**src/rtl/my_3_8_decoder.sv**
```systemverilog
// rtl/my_3_8_decoder.sv - registered 3-to-8 line decoder with selectable output polarity
module my_3_8_decoder #(
    parameter bit OUT_ACTIVE_LOW = 1'b0
) (
    input  logic       clk,
    input  logic       rst,
    input  logic       en,
    input  logic       a,
    input  logic       b,
    input  logic       c,
    output logic [7:0] out,
    output logic       valid,
    output logic [2:0] idx
);

    // Pattern driven when nothing is selected; also the reset value of out.
    localparam logic [7:0] INACTIVE = OUT_ACTIVE_LOW ? 8'hFF : 8'h00;

    // All-ones when the build is active-low, so XOR flips the active-high decode.
    localparam logic [7:0] POLARITY_MASK = {8{OUT_ACTIVE_LOW}};

    logic [2:0] sel;
    logic [7:0] onehot;

    logic [7:0] out_d,   out_q;
    logic       valid_d, valid_q;
    logic [2:0] idx_d,   idx_q;

    assign sel = {a, b, c};

    // Active-high one-hot decode of the current select.
    always_comb begin
        onehot      = 8'h00;
        onehot[sel] = 1'b1;
    end

    // Next-state: decode when enabled, otherwise go inactive while idx keeps the last select.
    always_comb begin
        out_d   = INACTIVE;
        valid_d = 1'b0;
        idx_d   = idx_q;
        if (en) begin
            out_d   = onehot ^ POLARITY_MASK;
            valid_d = 1'b1;
            idx_d   = sel;
        end
    end

    // Output registers; asynchronous reset forces the inactive state without a clock.
    always_ff @(posedge clk or posedge rst) begin
        if (rst) begin
            out_q   <= INACTIVE;
            valid_q <= 1'b0;
            idx_q   <= 3'b000;
        end else begin
            out_q   <= out_d;
            valid_q <= valid_d;
            idx_q   <= idx_d;
        end
    end

    assign out   = out_q;
    assign valid = valid_q;
    assign idx   = idx_q;

endmodule

```
**config.mk**
```make
export PLATFORM = sky130hd
export DESIGN_NAME = my_3_8_decoder
export DESIGN_NICKNAME = d
export VERILOG_FILES = /design/src/rtl/my_3_8_decoder.sv
export SDC_FILE = /design/constraint.sdc
export NUM_CORES = 1
export LEC_CHECK = 0
export ABC_CLOCK_PERIOD_IN_PS = 820
export CORE_UTILIZATION = 30
export CTS_CLUSTER_SIZE = 8
export DETAILED_ROUTE_END_ITERATION = 7
export PLACE_DENSITY = 0.7
export SETUP_SLACK_MARGIN = 0.3
export SLEW_MARGIN = 30
export SYNTH_ARGS = -nofsm -noshare
export SYNTH_HDL_FRONTEND = slang
export SYNTH_SLANG_ARGS = --single-unit
```
**constraint.sdc**
```tcl
create_clock -name clk -period 0.82 [get_ports clk]
set_input_delay 0.164 -clock clk [delete_from_list [all_inputs] [get_ports clk]]
set_output_delay 0.164 -clock clk [all_outputs]
set_load 0.02 [all_outputs]
```
==> impl_metrics.xml <==
<?xml version="1.0" encoding="UTF-8"?>
<metrics>
  <group name="setup_path">
    <metric name="r2r_cells" unit="">2</metric>
    <metric name="worstPathBufferInverterCount" unit="">1</metric>
    <metric name="critical_path.endpoint_type" unit="">output pin</metric>
    <metric name="r2r_start" unit="">idx[0]</metric>
    <metric name="crit_path_top_delay_cell" unit="">sky130_fd_sc_hd__dfrtp_2</metric>
    <metric name="critical_path.startpoint_type" unit="">register</metric>
    <metric name="critPathTopFamily" unit="">flip-flops</metric>
    <metric name="regToRegSetupSlack" unit="ps">-100</metric>
    <metric name="setup.worst_path.class" unit="">register to output pin</metric>
    <metric name="rr_endpoint" unit="">idx[0]</metric>
    <metric name="worstPathMaxFanout" unit="">2</metric>
    <metric name="timing.critical_path.arrival" unit="ps">830</metric>
    <metric name="crit_path_cell_trace" unit="">buf_6</metric>
    <metric name="timing.critical_path.required" unit="ps">660</metric>
    <metric name="cp_slowest_stage_delay" unit="ps">430</metric>
  </group>
  <group name="floorplanning">
    <metric name="io-pin-count" unit="">18</metric>
    <metric name="floorplan.initialDensity" unit="">0.332</metric>
    <metric name="core.rowCount" unit="">13</metric>
    <metric name="placeableCoreArea" unit="µm²">1350</metric>
    <metric name="die_area" unit="µm²">1650</metric>
    <metric name="die_x" unit="µm">40.6</metric>
    <metric name="chipHeight" unit="µm">40.6</metric>
  </group>
  <group name="drt">
    <metric name="wl_per_cell" unit="µm">13.9</metric>
    <metric name="routed-via-count" unit="">300</metric>
    <metric name="drtAntennaViolNets" unit="">0</metric>
    <metric name="drt_iter0_drc" unit="">2</metric>
    <metric name="detail_route.drc_violations" unit="">0</metric>
    <metric name="detail_route.first_pass.iterations" unit="">3</metric>
    <metric name="route.detailed.vias_per_inst" unit="">4.69</metric>
    <metric name="wirelength" unit="µm">889</metric>
  </group>
  <group name="timing">
    <metric name="final_hold_viol_count" unit="">0</metric>
    <metric name="final.period_utilization" unit="">1.21</metric>
    <metric name="max_slew.worst_pin.slew" unit="ps">200</metric>
    <metric name="grt_setup_unrepaired" unit="">true</metric>
    <metric name="post-route-min-period" unit="ps">993</metric>
    <metric name="timing.slew.headroom" unit="">0.866</metric>
    <metric name="fmax" unit="MHz">1010</metric>
    <metric name="totalNegativeSetupSlack" unit="ps">-1700</metric>
    <metric name="final_setup_violation_count" unit="">14</metric>
    <metric name="fin_skew" unit="ps">0</metric>
    <metric name="final_critical_path_setup_slack" unit="ps">-173</metric>
    <metric name="fin_hold_ws" unit="ps">92.0</metric>
    <metric name="timing_max_transition_violations_final" unit="">0</metric>
  </group>
  <group name="final_layout">
    <metric name="final_cells" unit="">64</metric>
    <metric name="seqCellArea" unit="µm²">304</metric>
    <metric name="fin_nets" unit="">56</metric>
    <metric name="finalCoreUtilization" unit="">0.520</metric>
    <metric name="multi_input_area" unit="µm²">133</metric>
    <metric name="layout.cell_area.non_filler" unit="µm²">702</metric>
    <metric name="area.growth.synth_to_final" unit="%">56.7</metric>
    <metric name="num_antenna_cells" unit="">0</metric>
    <metric name="post_route_cells_drive_above_1_share" unit="">0.694</metric>
    <metric name="n_fill_cell" unit="">123</metric>
  </group>
  <group name="status">
    <metric name="failed_checks" unit="">negative setup slack</metric>
    <metric name="outcome" unit="">finished with violations</metric>
  </group>
  <group name="clocking">
    <metric name="cts_h_tree_lvls" unit="">1</metric>
    <metric name="clk_root_buffer_cell" unit="">sky130_fd_sc_hd__clkbuf_4</metric>
    <metric name="insertion_delay" unit="ps">260</metric>
    <metric name="path_clk_slew" unit="ps">80</metric>
    <metric name="number_of_buffers_between_clock_root_and_the_deepest_sink" unit="">2</metric>
    <metric name="cts_tree" unit="">built</metric>
    <metric name="clock_sink_count" unit="">12</metric>
    <metric name="cts_inserted_buffers" unit="">3</metric>
  </group>
  <group name="hold_path">
    <metric name="min_delay_worst_endpoint" unit="">valid</metric>
    <metric name="worstHoldPathCells" unit="">1</metric>
    <metric name="hp-class" unit="">input port to register</metric>
    <metric name="hold_start" unit="">en</metric>
  </group>
  <group name="power">
    <metric name="vdd_drop_max" unit="V">0.000738</metric>
    <metric name="clock_power_share" unit="">0.349</metric>
    <metric name="power.sequential.fraction" unit="">0.490</metric>
    <metric name="powerDensity" unit="nW/µm²">1860</metric>
    <metric name="cellLeakagePower" unit="nW">0.351</metric>
    <metric name="netSwitchingFraction" unit="">0.228</metric>
    <metric name="p_total" unit="mW">1.31</metric>
    <metric name="comb_pwr_share" unit="">0.161</metric>
    <metric name="intPower" unit="mW">1.01</metric>
    <metric name="netSwitchingPower" unit="mW">0.298</metric>
  </group>
  <group name="synth">
    <metric name="synth_cells" unit="">25</metric>
    <metric name="synthesis.nets" unit="">31</metric>
    <metric name="yosysWarnings" unit="">0</metric>
    <metric name="synth_sequential_area_ratio" unit="">0.670</metric>
    <metric name="post_synth_num_cell_types" unit="">9</metric>
    <metric name="synthTopCellsByArea" unit="">sky130_fd_sc_hd__dfrtp_1, sky130_fd_sc_hd__and4bb_2, sky130_fd_sc_hd__and4b_1</metric>
    <metric name="post_synth_instance_area" unit="µm²">448</metric>
    <metric name="synth-seq-cells" unit="">12</metric>
    <metric name="synth_largest_area_cell" unit="">sky130_fd_sc_hd__dfrtp_1</metric>
    <metric name="netlist.area_leader.share" unit="">0.670</metric>
    <metric name="syn-mean-instance-area" unit="µm²">17.9</metric>
  </group>
  <group name="flow_run">
    <metric name="max_cap_viol_count" unit="">0</metric>
  </group>
  <group name="placement">
    <metric name="gpl.final_weighted_congestion" unit="">0.754</metric>
    <metric name="place_inst" unit="">59</metric>
    <metric name="dpl_cell_area" unit="µm²">652</metric>
    <metric name="numPortBuffers" unit="">17</metric>
    <metric name="hpwlAfterDp" unit="µm">637</metric>
    <metric name="post-place-ws" unit="ps">-433</metric>
  </group>
  <group name="global_routing">
    <metric name="first_global_vias" unit="">292</metric>
    <metric name="grt_max_degree" unit="">13</metric>
    <metric name="grt-ovfl-total" unit="">0</metric>
    <metric name="grt_antenna_before_repair" unit="">0</metric>
    <metric name="grt_first_pass_wirelength" unit="µm">1350</metric>
    <metric name="grt_use_total" unit="">0.136</metric>
  </group>
</metrics>
kinds of logic after synthesis:
kind of cell,synth area share
buffers and inverters,0.0335
and+or+nand+nor,0.204
muxes,0.0922
DFF,0.670
routing by layer:
layer  part of all wire  global-route usage
met4              0.011               0.100
met1               0.38               0.138
met3              0.064              0.0326
met5                  0                   0
met2               0.54               0.238
synthesized netlist by cell type (all sizes together):
cell type  count
and4           1
inv            1
and4bb         3
and4b          3
dfrtp         12
buf            1
mux2           3
nor4b          1
cells in the final DEF (no fill, tap or decap):
master                            instances
sky130_fd_sc_hd__and4_1                   1
sky130_fd_sc_hd__mux2_4                   2
sky130_fd_sc_hd__buf_4                    1
sky130_fd_sc_hd__dfrtp_2                  3
sky130_fd_sc_hd__and4b_1                  3
sky130_fd_sc_hd__buf_2                    4
sky130_fd_sc_hd__dfrtp_1                  9
sky130_fd_sc_hd__buf_6                   15
sky130_fd_sc_hd__clkbuf_8                 1
sky130_fd_sc_hd__and4bb_2                 3
sky130_fd_sc_hd__nor4b_2                  1
sky130_fd_sc_hd__clkbuf_4                 3
sky130_fd_sc_hd__inv_1                    1
sky130_fd_sc_hd__clkdlybuf4s50_1          1
sky130_fd_sc_hd__mux2_2                   1
final cells by class:
cell class                 instances  area share
multi-input combinational         11       0.189
timing repair buffer              21       0.294
inverter                           1     0.00535
sequential                        12       0.433
clock buffer                       4      0.0517
tap                               15      0.0267
how the worst max path moves through the flow:
stage	start	end	slack (ps)	cells past startpoint
final	idx[0]	idx[0]	-170	1
after CTS	idx[0]	idx[0]	-170	1
after detailed placement	en	out[1]	-430	3
after floorplan	idx[0]	idx[0]	-2	1
after global placement	en	idx[1]	-400	2
after global routing	idx[2]	idx[2]	-200	1
registers in the layout, indices dropped and copies added (netlist names):
name	flops
idx	3
valid	1
out	8
power by group through the flow:
stage | registers, mW | clock network (mW) | logic [mW]
final | 0.641 | 0.457 | 0.210
after global routing | 0.643 | 0.506 | 0.227
after CTS | 0.640 | 0.471 | 0.215
after detailed placement | 0.644 | 0 | 0.203
after global placement | 0.643 | 0 | 0.197
after floorplan | 0.679 | 0 | 0.0558
what timing repair did:
action                     CTS  global route
resized for setup           87             7
pin swaps                    1             1
setup buffers                1             0
setup endpoints to repair   24            18
hold buffers                 0             0
(Power assumes the default switching activity.)
